### config.mk
export PLATFORM = sky130hd
export DESIGN_NAME = mod_add_sub_pipe
export DESIGN_NICKNAME = d
export VERILOG_FILES = /design/src/rtl/ntt_pkg.sv /design/src/rtl/mod_reduce_stage.sv /design/src/rtl/mod_add_sub_pipe.sv
export SDC_FILE = /design/constraint.sdc
export NUM_CORES = 1
export LEC_CHECK = 0
export CORE_MARGIN = 4
export CORE_UTILIZATION = 45
export DETAILED_ROUTE_END_ITERATION = 12
export GPL_ROUTABILITY_DRIVEN = 1
export GPL_TIMING_DRIVEN = 0
export PLACE_DENSITY = 0.68
export SLEW_MARGIN = 20
export SYNTH_ARGS = -nofsm -noshare
export SYNTH_HDL_FRONTEND = slang
export SYNTH_SLANG_ARGS = --single-unit
export TNS_END_PERCENT = 10
### constraint.sdc
create_clock -name clk -period 2.4 [get_ports clk]
set_input_delay 0.24 -clock clk [delete_from_list [all_inputs] [get_ports clk]]
set_output_delay 0.24 -clock clk [all_outputs]
set_load 0.01 [all_outputs]
### src/rtl/ntt_pkg.sv
// Shared constants for the NTT datapath: default modulus/width and the add/sub opcode values.
package ntt_pkg;

    localparam int NTT_Q     = 12289;
    localparam int NTT_WIDTH = 14;

    localparam logic OP_ADD = 1'b0;
    localparam logic OP_SUB = 1'b1;

endpackage

### src/rtl/mod_reduce_stage.sv
// Second pipeline stage of the modular adder: one conditional subtract of Q, registered,
// with a valid flag that holds while the downstream stalls.
module mod_reduce_stage #(
    parameter int WIDTH = 14,
    parameter int Q     = 12289
) (
    input  logic             clk,
    input  logic             rst,
    input  logic             in_valid,
    input  logic [WIDTH:0]   raw,
    input  logic             out_ready,
    output logic             load,
    output logic             out_valid,
    output logic [WIDTH-1:0] result
);

    localparam logic [WIDTH:0] QX = (WIDTH+1)'(Q);

    logic [WIDTH-1:0] reduced;

    // The stage can take a new value when it is empty or its current value leaves this cycle.
    assign load    = in_valid & (~out_valid | out_ready);
    assign reduced = WIDTH'((raw >= QX) ? (raw - QX) : raw);

    always_ff @(posedge clk or posedge rst) begin
        if (rst) begin
            out_valid <= 1'b0;
            result    <= '0;
        end else begin
            if (load) begin
                out_valid <= 1'b1;
                result    <= reduced;
            end else if (out_ready) begin
                out_valid <= 1'b0;
            end
        end
    end

endmodule

### src/rtl/mod_add_sub_pipe.sv
// Two-stage pipelined (a +/- b) mod Q with valid/ready on both sides.
// Optional sticky operand range check when MODADD_RANGE_CHECK_EN is defined.
module mod_add_sub_pipe
    import ntt_pkg::*;
#(
    parameter int WIDTH = NTT_WIDTH,
    parameter int Q     = NTT_Q
) (
    input  logic             clk,
    input  logic             rst,
    input  logic             in_valid,
    output logic             in_ready,
    input  logic [WIDTH-1:0] a,
    input  logic [WIDTH-1:0] b,
    input  logic             op,
    output logic             out_valid,
    input  logic             out_ready,
    output logic [WIDTH-1:0] result
`ifdef MODADD_RANGE_CHECK_EN
    ,
    output logic             range_err,
    input  logic             err_clr
`endif
);

    localparam logic [WIDTH:0] QX = (WIDTH+1)'(Q);

    logic             s1_valid;
    logic [WIDTH:0]   s1_raw;
    logic [WIDTH:0]   raw_next;
    logic             s2_load;
    logic             accept;

    // in_ready looks through to out_ready so a full pipe still streams one beat per cycle.
    assign in_ready = ~s1_valid | s2_load;
    assign accept   = in_valid & in_ready;

    // Subtraction adds Q first so the raw value never goes negative for in-range operands.
    always_comb begin
        raw_next = {1'b0, a} + {1'b0, b};
        case (op)
            OP_ADD: raw_next = {1'b0, a} + {1'b0, b};
            OP_SUB: raw_next = {1'b0, a} + QX - {1'b0, b};
        endcase
    end

    always_ff @(posedge clk or posedge rst) begin
        if (rst) begin
            s1_valid <= 1'b0;
            s1_raw   <= '0;
        end else begin
            if (accept) begin
                s1_valid <= 1'b1;
                s1_raw   <= raw_next;
            end else if (s2_load) begin
                s1_valid <= 1'b0;
            end
        end
    end

    mod_reduce_stage #(
        .WIDTH (WIDTH),
        .Q     (Q)
    ) u_reduce (
        .clk       (clk),
        .rst       (rst),
        .in_valid  (s1_valid),
        .raw       (s1_raw),
        .out_ready (out_ready),
        .load      (s2_load),
        .out_valid (out_valid),
        .result    (result)
    );

`ifdef MODADD_RANGE_CHECK_EN
    localparam logic [WIDTH-1:0] QW = WIDTH'(Q);

    logic bad_beat;

    assign bad_beat = accept & ((a >= QW) | (b >= QW));

    // Sticky; a new offending beat outranks a clear in the same cycle.
    always_ff @(posedge clk or posedge rst) begin
        if (rst) begin
            range_err <= 1'b0;
        end else begin
            range_err <= bad_beat | (range_err & ~err_clr);
        end
    end
`endif

endmodule
Yosys cells after proc, flatten, opt, wreduce, memory -nomap -nowiden
Cells that the tools add are included.
Widths: inputs -> output; s select.
{"block": "word_totals", "register_bits": 31, "inputBits": 33, "elab_cells": 24}
{"block": "classes", "n_addsub": 4, "magnitude_cmp": 1, "mux": 6, "n_bitwise": 7, "reduce_logical": 2}
{"op": "$pmux 15 s2", "count": 1}
{"op": "$add 14x14->15", "count": 1}
{"op": "$add 14x14->15 const B", "count": 1}
{"op": "$ge 15x14->1 const B", "count": 1}
{"op": "$sub 15x14->15", "count": 1}
{"op": "$mux 14", "count": 1}
{"op": "$sub 14x14->14 const B", "count": 1}
{"op": "$mux 1", "count": 4}
{"op": "$reduce_bool 2->1", "count": 2}
{"op": "$not 1->1", "count": 3}
{"op": "$and 1x1->1", "count": 2}
{"op": "$or 1x1->1", "count": 2}

Depth between registers and ports, before layout
{"block": "logic_depth", "word_depth": 6, "depth_mapped": 12}

By module
Synthesis repeated with hierarchy kept, for this count alone.
{"block": "unflattened", "cells_unflattened": 386, "area_unflattened_um2": 3183.1}
{"mod": "mod_add_sub_pipe", "instances": 1, "cells_each": 271, "area_each_um2": 2183.3, "seq_area_each_um2": 400.4}
{"mod": "mod_reduce_stage", "instances": 1, "cells_each": 115, "area_each_um2": 999.7, "seq_area_each_um2": 375.4}

Least setup slack after synthesis
OpenSTA, ideal clock, no wires.
{"block": "synth_path", "path_kind": "input to register", "from": "input port a[1]", "to": "register s1_raw[11]", "setup_ns": 0.124, "arrival_time_ns": 2.254, "required_time_ns": 2.276, "path_slack_ns": 0.022, "cell_stages": 12, "n_path_buf": 0, "cell_sequence": "inv_1 > ha_1 > inv_1 > ha_1 > fa_1 > a211oi_1 > nor2_1 > o21ai_1 > o221ai_1 > xnor2_1 > a2bb2oi_1 > o21ai_1"}
{"block": "synth_via", "elab_chain_len": 3}
{"element": "from (decl)", "line": "mod_add_sub_pipe.sv:13", "source": "input logic [WIDTH-1:0] a,"}
{"element": "$add 14x14->15", "line": "mod_add_sub_pipe.sv:43", "source": "OP_SUB: raw_next = {1'b0, a} + QX - {1'b0, b};"}
{"element": "$sub 15x14->15", "line": "mod_add_sub_pipe.sv:43"}
{"element": "$pmux 15 s2 (*)", "line": "mod_add_sub_pipe.sv:41", "source": "case (op)"}
{"element": "to (signal assigned)", "line": "mod_add_sub_pipe.sv:54", "source": "s1_raw <= raw_next;"}
{"element": "to (decl)", "line": "mod_add_sub_pipe.sv:29", "source": "logic [WIDTH:0] s1_raw;"}
Mark *: on every way between the ends. The rest lies on a longest branch, timed or not.
A chain may end at the register's enable or synchronous reset.

Worst setup path after layout
{"block": "layout_path", "from": "input port b[3]", "to": "register s1_raw[14]"}
{"block": "layout_via", "elab_chain_len": 2}
{"element": "from (decl)", "line": "mod_add_sub_pipe.sv:14", "source": "input logic [WIDTH-1:0] b,"}
{"element": "$sub 15x14->15 or $add 14x14->15 (tied branches)", "line": "mod_add_sub_pipe.sv:43, mod_add_sub_pipe.sv:42"}
{"element": "$pmux 15 s2 (*)", "line": "mod_add_sub_pipe.sv:41"}
Marked as above.

==> results.tsv <==
stage	metric	value	unit
global_routing	grt_pass1_wl	11.4	mm
sta	finClkSkew	5.43	ps
worst_setup_path	arrival	2520	ps
logic_synthesis	synth_top_area_share	26.2	%
hold_path	hp-class	in2async	
worst_setup_path	crit_buf_inv	2	
worst_setup_path	r2r_end	u_reduce.result[4]	
final_layout	syn2layout_area_growth	38.2	%
worst_setup_path	reg2reg_from	s1_raw[6]	
clocking	cts_tree	built	
pwr	p_seq_share	32.0	%
clocking	cts_made_buffers	5	
worst_setup_path	cp_max_fo	5	
clocking	clock-sinks	31	
pwr	p_sw	862	uW
clocking	cts.reportedPaths.clkPinSlew	60	ps
logic_synthesis	ys_types	50	
logic_synthesis	synthCells	359	
die	die_h	89.0	um
logic_synthesis	yosys_register_bits	31	
sta	worst_slew_pin_slew	620	ps
logic_synthesis	synth_flop_cell	dfrtp_1	
placed_design	pre_cts_ws	-759	ps
global_routing	antenna_found_initial	0	
final_layout	n_antenna_cell	0	
placed_design	gp_congestion	0.884	
pwr	power	2.41	mW
pwr	p_int	1.55	mW
logic_synthesis	synth_top_family_by_area	compound AO/OA/AOI/OAI gates	
logic_synthesis	synth_area_leader_cell	dfrtp_1	
route	dr.pass1.iters	4	
route	routed_via_density	5.32	
logic_synthesis	syn_area_per_cell	8.23	um2
worst_setup_path	path_depth	11	
placed_design	hpwlAfterDp	4.95	mm
pwr	pwr-share-clk	18.0	%
die	initial_core_util	46.5	%
pwr	ir_worst_vdd	0.535	mV
final_layout	final_nets	502	
route	wl	6.89	mm
route	drtIter0Drc	105	
global_routing	gr-usage-all-layers	17.7	%
die	core_area	0.00635	mm2
sta	finalWorstSetupSlack	44.3	ps
logic_synthesis	synthSimpleGateAreaFrac	16.5	%
worst_setup_path	cp_top_family	compound AO/OA/AOI/OAI gates	
sta	hold_violations	0	
die	rows	29	
sta	setup_viol	0	
flow_run	max-cap-violations	0	
worst_setup_path	r2r_cells	8	
sta	max_freq	425	MHz
worst_setup_path	critical_path.endpoint_type	register	
worst_setup_path	path_cells	clkdlybuf4s50_1 -> inv_1 -> ha_4 -> ha_4 -> o21ai_1 -> o21bai_1 -> a21oi_2 -> o41ai_4 -> a21oi_2 -> xnor2_1 -> o211a_1	
worst_setup_path	cpPeakStageDelay	480	ps
worst_setup_path	critPathKind	in2reg	
logic_synthesis	synth_adder_area_share	19.6	%
route	via_count	2672	
logic_synthesis	syn_area	0.00296	mm2
logic_synthesis	synthArstFlopShare	100	%
die	die_width	89.0	um
sta	timing.hold.ws	360	ps
logic_synthesis	yosysSeqAreaShare	26.2	%
logic_synthesis	synthTopCellsByCount	ha_1 (43), inv_1 (39), nand2_1 (39), dfrtp_1 (31), o21ai_1 (31)	
worst_setup_path	critPathRequiredTime	2560	ps
die	pin_count	49	
logic_synthesis	synth.most_common_cell	ha_1	
logic_synthesis	yosys_warnings	0	
placed_design	portBuffers	48	
sta	final.min_clock_period	2360	ps
global_routing	grt_pass1_vias	2609	
worst_setup_path	crit_slowest_cell	clkdlybuf4s50_1	
sta	slew-limit-headroom	58.6	%
sta	slew_viol_final	0	
final_layout	drive_gt1_share	18.8	%
pwr	swShare	35.8	%
run_status	status	completed	
pwr	p_per_area	590	mW/mm2
clocking	root_buffer	clkbuf_8	
global_routing	grt_max_degree	32	
route	drc	0	
die	dieArea	0.00793	mm2
sta	min_period_over_period	98.2	%
logic_synthesis	syn_nets	437	
global_routing	grt.overflow.total	0	
pwr	combPwrFrac	50.0	%
clocking	clockBufferDepth	2	
logic_synthesis	ys_top_cells_by_area	dfrtp_1 (26%), ha_1 (18%), xnor2_1 (6.2%)	
clocking	worst_skew_pair.late_latency	270	ps
worst_setup_path	start_kind	input pin	
route	wl_per_cell	13.7	um
logic_synthesis	yosys.area_share.xor_xnor	9.78	%
logic_synthesis	synth_edf_count	0	
placed_design	placed_area	0.00353	mm2
logic_synthesis	synthMuxAreaShare	0.677	%
worst_setup_path	rrSetupSlack	140	ps
final_layout	final_area	0.00409	mm2
clocking	htreeDepth	2	
sta	setup-tns-final	0	ps
pwr	leakagePower	1.75	nW
logic_synthesis	synth_compound_area_share	20.9	%
route	ant_nets	0	
## metal layers
layer  GRT usage (%)  up-vias  wire length, um
met1            21.1     1204             2990
met4            6.22        0              146
met2            31.6       71             3430
li1                -     1380                -
met5               0        -                0
met3            3.41       17              317
## cells in the final DEF (no fill, tap or decap), types with 3 or more instances in the layout
cell type	synthesis	routed
nor2b_1	3	3
o21ai_2	0	3
clkbuf_1	8	9
nand2b_1	9	9
inv_2	0	8
xnor2_1	21	21
a21oi_2	0	4
nand3_1	4	4
xor2_1	12	12
a211oi_2	0	3
inv_1	39	31
ha_1	43	19
ha_2	0	5
dlygate4sd2_1	0	4
o21ai_0	8	7
a211oi_1	7	4
ha_4	0	19
clkdlybuf4s50_1	0	37
nor3_1	9	9
o21ai_1	31	29
a31oi_1	4	3
nand2_1	39	37
clkbuf_8	0	7
dlymetal6s2s_1	0	5
a21oi_1	17	13
dfrtp_1	31	31
a21o_1	3	3
nor2_1	22	20
buf_4	0	9
## timing repair
item / CTS / global route
cloned: 0 / 0
setup endpoints to repair: 9 / 9
buffers inserted: 4 / 6
hold buffers: 0 / 0
pin swaps: 13 / 17
gates resized for setup: 49 / 30
## logic make-up (layout without fill, tap and decap cells)
family,count (synthesis),after routing
fa+ha+maj,45,45
compound gates,98,98
buf+inv,48,114
simple gates,102,102
mux,2,2
xor+xnor,33,33
flops,31,31
## metrics by stage
step | cells | utilization (%)
3_3_place_gp | 484 | 55.6
5_1_grt | 502 | 64.3
2_1_floorplan | 359 | -
6_report | 502 | 64.3
4_1_cts | 496 | 61.7
3_5_place_dp | 484 | 55.6
## state kept, by name, indices dropped and copies added, names as in the netlist
signal              count
s1_raw                 15
u_reduce.out_valid      1
u_reduce.result        14
s1_valid                1
## how the worst max path moves through the flow
stage | from | endpoint | slack [ps]
floorplan | a[1] | s1_raw[11] | 20
global placement | a[1] | s1_raw[11] | -770
detailed placement | a[1] | s1_raw[11] | -760
CTS | b[10] | s1_raw[14] | -10
global route | b[3] | s1_raw[14] | -10
finish | b[3] | s1_raw[14] | 40
## area by class of cell
type	count	area, um2
flip-flops and latches	31	776
fillers	491	2260
well taps	77	96.3
repair buffers	58	566
multi-input cells	280	2360
inverters	39	146
plain buffers	9	41.3
clock buffers	8	100
## power by group through the flow
stage	Combinational (mW)	Clock, mW	Sequential, mW
CTS	1.13	0.442	0.775
detailed placement	1.02	0	0.785
global placement	1.01	0	0.777
floorplan	0.627	0	0.806
global route	1.33	0.471	0.794
finish	1.21	0.434	0.771
Note: power is estimated with default switching activity, not from simulation.
